## src/rtl/ram_memory_be_if.sv

```systemverilog
// Bus bundle for the byte-enabled dual-port RAM: a write channel, a read
// request channel and the read return (data plus valid strobe).
interface ram_memory_be_if #(
    parameter int DWIDTH = 32,
    parameter int AWIDTH = 4
);
    logic                  wren_i;
    logic [AWIDTH-1:0]     wrpntr_i;
    logic [DWIDTH/8-1:0]   byteen_i;
    logic [DWIDTH-1:0]     data_i;
    logic                  rden_i;
    logic [AWIDTH-1:0]     rdpntr_i;
    logic [DWIDTH-1:0]     q_o;
    logic                  q_valid_o;

    // Requester side: issues writes and reads, receives read data.
    modport master (
        output wren_i, wrpntr_i, byteen_i, data_i, rden_i, rdpntr_i,
        input  q_o, q_valid_o
    );

    // Memory side: accepts writes and reads, returns read data.
    modport slave (
        input  wren_i, wrpntr_i, byteen_i, data_i, rden_i, rdpntr_i,
        output q_o, q_valid_o
    );
endinterface

```

## src/rtl/ram_memory_be.sv

```systemverilog
// Simple dual-port RAM with per-byte write enables, a read enable with a
// matching valid strobe, an optional second output register and a selectable
// same-address read-during-write result (new merged data or old data).
// The array itself is never reset so it can map onto block RAM.
module ram_memory_be #(
    parameter int DWIDTH  = 32,
    parameter int AWIDTH  = 4,
    parameter int OUTREG  = 0,
    parameter int RDW_NEW = 1
) (
    input  logic            clk_i,
    input  logic            arst_n_i,
    ram_memory_be_if.slave  bus
);
    localparam int NBYTES = DWIDTH / 8;
    localparam int DEPTH  = 1 << AWIDTH;

    logic [DWIDTH-1:0] mem [DEPTH];

    logic [DWIDTH-1:0] s1Data_d;
    logic [DWIDTH-1:0] s1Data_q;
    logic              s1Valid_q;

    // Byte-masked write; writes are dropped while reset is held.
    always_ff @(posedge clk_i) begin
        if (arst_n_i && bus.wren_i) begin
            for (int k = 0; k < NBYTES; k++) begin
                if (bus.byteen_i[k]) begin
                    mem[bus.wrpntr_i][8*k +: 8] <= bus.data_i[8*k +: 8];
                end
            end
        end
    end

    // Read word with an explicit bypass so same-address writes can be seen.
    always_comb begin
        s1Data_d = mem[bus.rdpntr_i];
        if ((RDW_NEW != 0) && bus.wren_i && (bus.wrpntr_i == bus.rdpntr_i)) begin
            for (int k = 0; k < NBYTES; k++) begin
                if (bus.byteen_i[k]) begin
                    s1Data_d[8*k +: 8] = bus.data_i[8*k +: 8];
                end
            end
        end
    end

    // First read stage: captures data on a read, otherwise holds it.
    always_ff @(posedge clk_i or negedge arst_n_i) begin
        if (!arst_n_i) begin
            s1Data_q  <= '0;
            s1Valid_q <= 1'b0;
        end else begin
            s1Valid_q <= bus.rden_i;
            if (bus.rden_i) begin
                s1Data_q <= s1Data_d;
            end
        end
    end

    generate
        if (OUTREG != 0) begin : gOutReg
            logic [DWIDTH-1:0] s2Data_q;
            logic              s2Valid_q;

            // Second stage only advances when the first stage holds a result.
            always_ff @(posedge clk_i or negedge arst_n_i) begin
                if (!arst_n_i) begin
                    s2Data_q  <= '0;
                    s2Valid_q <= 1'b0;
                end else begin
                    s2Valid_q <= s1Valid_q;
                    if (s1Valid_q) begin
                        s2Data_q <= s1Data_q;
                    end
                end
            end

            assign bus.q_o       = s2Data_q;
            assign bus.q_valid_o = s2Valid_q;
        end else begin : gNoOutReg
            assign bus.q_o       = s1Data_q;
            assign bus.q_valid_o = s1Valid_q;
        end
    endgenerate
endmodule

```

## src/flat_wrapper.sv

```systemverilog
// flat-port wrapper written by rule: the top's interface ports become plain ports
module ram_memory_be_flat 
#(
    parameter int DWIDTH  = 32,
    parameter int AWIDTH  = 4,
    parameter int OUTREG  = 0,
    parameter int RDW_NEW = 1
)
  (clk_i, arst_n_i, bus_wren_i, bus_wrpntr_i, bus_byteen_i, bus_data_i, bus_rden_i, bus_rdpntr_i, bus_q_o, bus_q_valid_o);
  ram_memory_be_if #(.DWIDTH(DWIDTH), .AWIDTH(AWIDTH)) bus_i ();
  input  logic clk_i;
  input  logic arst_n_i;
  input wire logic [$bits(bus_i.wren_i)-1:0] bus_wren_i;
  input wire logic [$bits(bus_i.wrpntr_i)-1:0] bus_wrpntr_i;
  input wire logic [$bits(bus_i.byteen_i)-1:0] bus_byteen_i;
  input wire logic [$bits(bus_i.data_i)-1:0] bus_data_i;
  input wire logic [$bits(bus_i.rden_i)-1:0] bus_rden_i;
  input wire logic [$bits(bus_i.rdpntr_i)-1:0] bus_rdpntr_i;
  output wire logic [$bits(bus_i.q_o)-1:0] bus_q_o;
  output wire logic [$bits(bus_i.q_valid_o)-1:0] bus_q_valid_o;
  assign bus_i.wren_i = bus_wren_i;
  assign bus_i.wrpntr_i = bus_wrpntr_i;
  assign bus_i.byteen_i = bus_byteen_i;
  assign bus_i.data_i = bus_data_i;
  assign bus_i.rden_i = bus_rden_i;
  assign bus_i.rdpntr_i = bus_rdpntr_i;
  assign bus_q_o = bus_i.q_o;
  assign bus_q_valid_o = bus_i.q_valid_o;
  ram_memory_be #(.DWIDTH(DWIDTH), .AWIDTH(AWIDTH), .OUTREG(OUTREG), .RDW_NEW(RDW_NEW)) u_core (.clk_i(clk_i), .arst_n_i(arst_n_i), .bus(bus_i));
endmodule
```

## config.mk

```make
export PLATFORM = sky130hd
export DESIGN_NAME = ram_memory_be_flat
export DESIGN_NICKNAME = d
export VERILOG_FILES = /design/src/rtl/ram_memory_be_if.sv /design/src/rtl/ram_memory_be.sv /design/src/flat_wrapper.sv
export SDC_FILE = /design/constraint.sdc
export NUM_CORES = 1
export LEC_CHECK = 0
export BUFFER_PORTS_ARGS = -buffer_cell sky130_fd_sc_hd__buf_2
export CAP_MARGIN = 20
export CORE_AREA = 3 3 304 306
export CTS_CLUSTER_SIZE = 25
export DETAILED_ROUTE_END_ITERATION = 16
export DIE_AREA = 0 0 307 309
export PLACE_DENSITY_LB_ADDON = 0.08
export SYNTH_ARGS = -nofsm -noshare
export SYNTH_HDL_FRONTEND = slang
export SYNTH_SLANG_ARGS = --single-unit
```

## constraint.sdc

```tcl
create_clock -name clk_i -period 1.7 [get_ports clk_i]
set_clock_uncertainty 0.2 [all_clocks]
set_input_delay 0.51 -clock clk_i [delete_from_list [all_inputs] [get_ports clk_i]]
set_output_delay 0.51 -clock clk_i [all_outputs]
set_load 0.01 [all_outputs]
```

==> results.json, run 1 <==
{
  "start_kind": "flip-flop",
  "crit_type": "flip-flop to output pin",
  "ys_warn_count": 0,
  "fmax_ghz": 0.526,
  "crit_slowest_cell": "dfrtp_1",
  "endpoint_kind": "output pin",
  "pwr-share-comb_pct": 8.4,
  "clk_pin_slew_ps": 60,
  "synthCells": 1070,
  "worst_slew_pin_slew_ps": 447,
  "switchingPower_mw": 6.91,
  "setup_viol": 35,
  "num_vias": 11538,
  "synth_area_leader_cell": "edfxtp_1",
  "ys.flop_type": "edfxtp_1",
  "fillers": 8544,
  "hp-class": "primary input to flip-flop",
  "final_util_pct": 32.8,
  "crit_buf_inv": 1,
  "drt_wl_total_mm": 66.2,
  "antenna_found_initial": 3,
  "synth_commonest_cells": "512 x edfxtp_1, 128 x mux4_2, 99 x nor2_1",
  "htreeDepth": 3,
  "drv_cap": 0,
  "grt_pass1_vias": 12394,
  "slew_headroom_pct": 70.2,
  "powerDensity_nw_per_um2": 1070,
  "cpPeakStageDelay_ps": 440,
  "hold_violations": 0,
  "rsz0062_at_grt": "true",
  "syn_nets": 1118,
  "post-place-ws_ps": -681,
  "crit_family": "flip-flops",
  "die_x_microns": 307,
  "fin_total_pwr_mw": 31.4,
  "area_growth_syn_to_layout_pct": 37.1,
  "final_nets": 1438,
  "multi_input_area_sq_um": 5730,
  "fin_crit_sh_pct": 112,
  "numPortBuffers": 80,
  "p_clk_share_pct": 43.9,
  "violations": "setup timing",
  "cts_sinks": 545,
  "numCtsBuffers": 66,
  "core_sq_um": 89900,
  "routedWlPerCell_microns": 25.3,
  "worstPathCellList": "buf_2",
  "start_util_pct": 23.9,
  "grt_max_degree": 28,
  "clk_latency_ps": 580,
  "yosysMostFrequentCell": "edfxtp_1",
  "synth_area_leaders": "edfxtp_1 72%, mux4_2 13%, dfrtp_1 3.8%, a22o_1 2.6%, nor2_1 1.7%",
  "gp_congestion": 0.698,
  "p_seq_share_pct": 47.8,
  "grt_pass1_wl_mm": 93.1,
  "synth-seq-cells": 545,
  "hold_ws_ps": 38.8,
  "cts_buffer_depth": 3,
  "io_pins": 81,
  "vdd_drop_max_mv": 0.598,
  "status": "complete, but fails checks",
  "globalRoute.totalOverflow": 0,
  "p_int_mw": 24.5,
  "track_usage_pct": 13.8,
  "yosysUniqueCellTypes": 26,
  "cts_tree": "done",
  "period_minus_slack_ps": 1900,
  "synthDominantCellAreaShare_pct": 71.6,
  "drive_gt1_share_pct": 45.0,
  "dieHeight_microns": 309,
  "drt-initial-drc-count": 689,
  "critPathRequiredTime_ps": 990,
  "via_per_inst": 4.42,
  "synth_area_sq_um": 21500,
  "die_area_sq_um": 94900,
  "drc": 0,
  "synth_edf_count": 512,
  "cts-root-buf": "clkbuf_16",
  "rows": 110,
  "critPathArrivalTime_ps": 1190,
  "setup_ws_ps": -200,
  "synthArstFlopShare_pct": 6.06,
  "diodes": 0,
  "ant_nets": 0,
  "swShare_pct": 22.0,
  "drv_slew": 0,
  "hpwlAfterDp_mm": 42.8,
  "final-seq-area_sq_um": 16200,
  "drtPass1Iterations": 4,
  "p_leak_nw": 9.68,
  "ys_seq_area_share_pct": 75.4,
  "critPathMaxFanout": 2,
  "synth_area_per_cell_sq_um": 20.1
}
## cell usage in the layout (no fill, tap or decap), types with 2 or more instances in the layout
| cell type | netlist | layout |
|---|---|---|
| nor2b_4 | 0 | 6 |
| o31ai_2 | 4 | 2 |
| o31ai_4 | 0 | 2 |
| buf_16 | 0 | 6 |
| dfrtp_1 | 33 | 30 |
| clkbuf_1 | 40 | 16 |
| clkinv_1 | 4 | 11 |
| dfrtp_2 | 0 | 3 |
| o21ai_0 | 24 | 17 |
| nand2b_1 | 32 | 32 |
| buf_8 | 0 | 4 |
| bufinv_16 | 0 | 6 |
| a22o_1 | 64 | 61 |
| o41a_1 | 31 | 31 |
| nand2_4 | 0 | 9 |
| nor2_2 | 0 | 8 |
| xnor2_1 | 3 | 3 |
| mux4_2 | 128 | 128 |
| inv_6 | 0 | 2 |
| buf_4 | 2 | 104 |
| nand2_1 | 42 | 32 |
| clkbuf_4 | 0 | 2 |
| buf_2 | 6 | 58 |
| clkinv_2 | 0 | 14 |
| edfxtp_1 | 512 | 512 |
| nor2_4 | 0 | 68 |
| nand3_4 | 1 | 10 |
| nor2_1 | 99 | 23 |
| buf_12 | 0 | 107 |
| clkbuf_16 | 0 | 75 |
| o21ai_1 | 7 | 13 |
| a22o_4 | 0 | 3 |
| dlygate4sd3_1 | 0 | 7 |
| buf_6 | 14 | 23 |
## worst paths after layout
check | from | end | slack (ps) | depth (start not counted)
setup / recovery | u_core.bus.q_o[21]$_DFFE_PN0P_ | bus_q_o[21] | -200 | 1
hold reg to reg | u_core.bus.q_o[13]$_DFFE_PN0P_ | u_core.bus.q_o[13]$_DFFE_PN0P_ | 380 | 3
setup reg to reg | u_core.mem[5][13]$_DFFE_PP_ | u_core.bus.q_o[13]$_DFFE_PN0P_ | 30 | 5
max in group asynchronous | arst_n_i | u_core.bus.q_o[31]$_DFFE_PN0P_ | 320 | 4
hold / removal | bus_data_i[1] | u_core.mem[13][1]$_DFFE_PP_ | 40 | 1
min in group asynchronous | arst_n_i | u_core.bus.q_o[10]$_DFFE_PN0P_ | 440 | 4
## area by class of cell
cell class,count,area share (%)
Tap cell,1176,5.00
Sequential cell,545,55.0
Inverter,4,0.0510
Multi-Input combinational cell,456,19.4
Clock inverter,29,0.999
Clock buffer,86,6.11
Timing Repair Buffer,317,13.4
## metrics by stage
stage          std cells  cell area (sq um)  TNS (ps)
5_1_grt             2613              29400     -6180
2_1_floorplan       1070              22400    -57380
6_report            2613              29400     -4320
3_5_place_dp        2460              26600   -234940
4_1_cts             2592              28900     -6050
3_3_place_gp        2460              26600   -238460
## what timing repair did
| action | CTS | global route |
|---|---|---|
| gates resized for setup | 20 | 51 |
| gates cloned | 0 | 6 |
| endpoints found under the hold margin | 44 | 0 |
| hold buffers | 7 | 0 |
| endpoints found under the setup margin | 55 | 69 |
| setup buffers | 10 | 15 |
| pin swaps | 1 | 14 |
## layer usage
metal  wire (microns)  GRT usage, %  vias to the layer above
met5               13             0                        -
met4             1460          3.99                        2
met3             1880          2.13                       87
met2            30900          22.0                      207
met1            32000          19.5                     6165
li1                 -             -                     5077
## flip-flops by register name, summed over array words and instances (netlist names)
name and flops:
u_core.mem 512, u_core.bus.q_valid_o 1, u_core.bus.q_o 32
## kinds of logic (layout without fill, tap and decap cells)
group                     after synthesis  count (layout)  synth area share, %
and+or+nand+nor                       192             192                 3.94
xor gates and xnor gates                4               4                0.198
AOI/OAI and AO/OA                     132             132                 5.27
buffers and inverters                  69             436                 1.76
DFF                                   545             545                 75.4
muxes                                 128             128                 13.4
## power groups by stage
stage	logic [mW]	registers, mW	clock network [mW]
final	2.62	15.0	13.8
after global routing	2.82	15.0	14.8
after CTS	2.50	15.0	14.2
after global placement	2.40	15.2	0
after floorplan	1.11	15.3	0
after detailed placement	2.40	15.2	0
Note: power is estimated with default switching activity, not from simulation.
==> run 2: changes to the inputs <==
==> constraint.sdc (replaced) <==
create_clock -name clk_i -period 1.88 [get_ports clk_i]
set_clock_uncertainty 0.2 [all_clocks]
set_input_delay 0.564 -clock clk_i [delete_from_list [all_inputs] [get_ports clk_i]]
set_output_delay 0.564 -clock clk_i [all_outputs]
set_load 0.01 [all_outputs]
==> run 2 against run 1 <==
The run still ends with setup timing left. Setup slack improved by 130 ps. Critical path depth is the same. Register-to-register slack gained 180 ps. Clock power fell by 6%. Hold slack improved by 8.0 ps. Sequential power down 10%. Critical endpoint unchanged.
==> results.json, run 2 (synthesis results as in run 1) <==
{
  "worst_slew_pin_slew_ps": 580,
  "post-place-ws_ps": -563,
  "drtPass1Iterations": 5,
  "largest-register": "u_core.mem",
  "period_minus_slack_ps": 1950,
  "slew_headroom_pct": 61.2,
  "fillers": 8670,
  "die_area_sq_um": 94900,
  "dieHeight_microns": 309,
  "drt_wl_total_mm": 61.7,
  "cts-root-buf": "clkbuf_16",
  "setup_viol": 15,
  "largest_reg_flops": 512,
  "die_x_microns": 307,
  "grt_pass1_wl_mm": 90.2,
  "fmax_ghz": 0.513,
  "rows": 110,
  "crit_slowest_cell": "dfrtp_1",
  "gp_congestion": 0.722,
  "io_pins": 81,
  "vdd_drop_max_mv": 0.605,
  "clk_pin_slew_ps": 60,
  "critPathArrivalTime_ps": 1180,
  "mostFrequentLayoutCell": "edfxtp_1",
  "drc": 0,
  "drv_slew": 0,
  "rsz0062_at_grt": "true",
  "cts_buffer_depth": 3,
  "diodes": 0,
  "multi_input_area_sq_um": 5240,
  "htreeDepth": 3,
  "via_per_inst": 4.34,
  "cts_sinks": 545,
  "final_cell_mix": "512 x edfxtp_1, 142 x buf_4, 128 x mux4_2",
  "drive_gt1_share_pct": 41.4,
  "routedWlPerCell_microns": 23.7,
  "track_usage_pct": 13.2,
  "globalRoute.totalOverflow": 0,
  "endpoint_kind": "output pin",
  "critPathRequiredTime_ps": 1120,
  "hold_violations": 0,
  "p_leak_nw": 9.32,
  "numPortBuffers": 80,
  "start_kind": "flip-flop",
  "grt_max_degree": 45,
  "drt-initial-drc-count": 736,
  "status": "complete, but fails checks",
  "worstPathCellList": "buf_6",
  "cts_tree": "done",
  "dp_cells": 2471,
  "hp-class": "primary input to flip-flop",
  "critPathMaxFanout": 2,
  "hpwlAfterDp_mm": 41.1,
  "cpPeakStageDelay_ps": 440,
  "crit_type": "flip-flop to output pin",
  "clk_latency_ps": 580,
  "antenna_found_initial": 2,
  "drv_cap": 0,
  "core_sq_um": 89900,
  "grt_pass1_vias": 12225,
  "area_growth_syn_to_layout_pct": 31.9,
  "crit_buf_inv": 1,
  "hold_ws_ps": 46.7,
  "fin_crit_sh_pct": 104,
  "setup_ws_ps": -68.2,
  "start_util_pct": 23.9,
  "numCtsBuffers": 66,
  "crit_family": "flip-flops",
  "violations": "setup timing",
  "final_nets": 1424,
  "powerDensity_nw_per_um2": 1010,
  "fin_total_pwr_mw": 28.6,
  "final-seq-area_sq_um": 16200,
  "stdcell_count": 2602,
  "num_vias": 11290,
  "ant_nets": 0
}
run 2: changes by cell type in the layout (fill, tap and decap cells not counted), sizes merged:
cell	delta
clkinv	+1
inv	-1
bufinv	+2
clkinvlp	+2
clkbuf	-9
dlygate4sd3	-6
run 2: metrics by stage:
| step | TNS (ps) | utilization (%) | cell area (sq um) |
|---|---|---|---|
| 3_3_place_gp | -201350 | 28.8 | 25900 |
| 6_report | -454 | 31.5 | 28300 |
| 3_5_place_dp | -190350 | 28.8 | 25900 |
| 5_1_grt | -1940 | 31.5 | 28300 |
| 4_1_cts | -1800 | 31.4 | 28300 |
| 2_1_floorplan | -74640 | - | 21900 |
run 2: cell type report:
type | count | share of cell area [%]
Clock inverter | 33 | 1.28
Sequential cell | 545 | 57.2
Tap cell | 1176 | 5.19
Clock buffer | 85 | 6.56
Timing Repair Buffer | 303 | 11.3
Multi-Input combinational cell | 456 | 18.5
Inverter | 4 | 0.0530
run 2: worst reg2reg max path, delay by kind of cell, from the launching register on:
kind | cells | cell delay, ps
AO/OA/AOI/OAI | 2 | 360
flip-flops | 1 | 360
AND/OR/NAND/NOR | 1 | 170
multiplexers | 1 | 470
run 2: worst paths after layout:
check                                                from                              to  slack [ps]  cells after the start
setup / recovery           u_core.bus.q_o[21]$_DFFE_PN0P_                     bus_q_o[21]         -70                      1
hold / removal                             bus_data_i[30]     u_core.mem[7][30]$_DFFE_PP_          50                      1
setup reg to reg               u_core.mem[5][0]$_DFFE_PP_   u_core.bus.q_o[0]$_DFFE_PN0P_         210                      4
hold reg to reg             u_core.bus.q_o[7]$_DFFE_PN0P_   u_core.bus.q_o[7]$_DFFE_PN0P_         390                      3
max in group asynchronous                        arst_n_i  u_core.bus.q_o[18]$_DFFE_PN0P_         130                      4
min in group asynchronous                        arst_n_i  u_core.bus.q_o[22]$_DFFE_PN0P_         910                      4
run 2: power by group:
group,switching (mW),internal [mW],leakage [nW]
clock network,4.90,8.06,1.09
registers,0.100,13.4,5.02
logic,1.11,0.963,3.22
run 2: what timing repair did:
item / CTS / global route
setup endpoints to repair: 32 / 34
hold buffers: 1 / 0
gates resized for setup: 18 / 5
hold endpoints to repair: 24 / 0
setup buffers: 4 / 8
run 2: layer usage:
| layer | wire length (microns) | GRT usage, % |
|---|---|---|
| met2 | 29100 | 21.1 |
| met4 | 1070 | 2.91 |
| met1 | 29700 | 19.0 |
| met5 | 0 | 0 |
| met3 | 1810 | 2.16 |
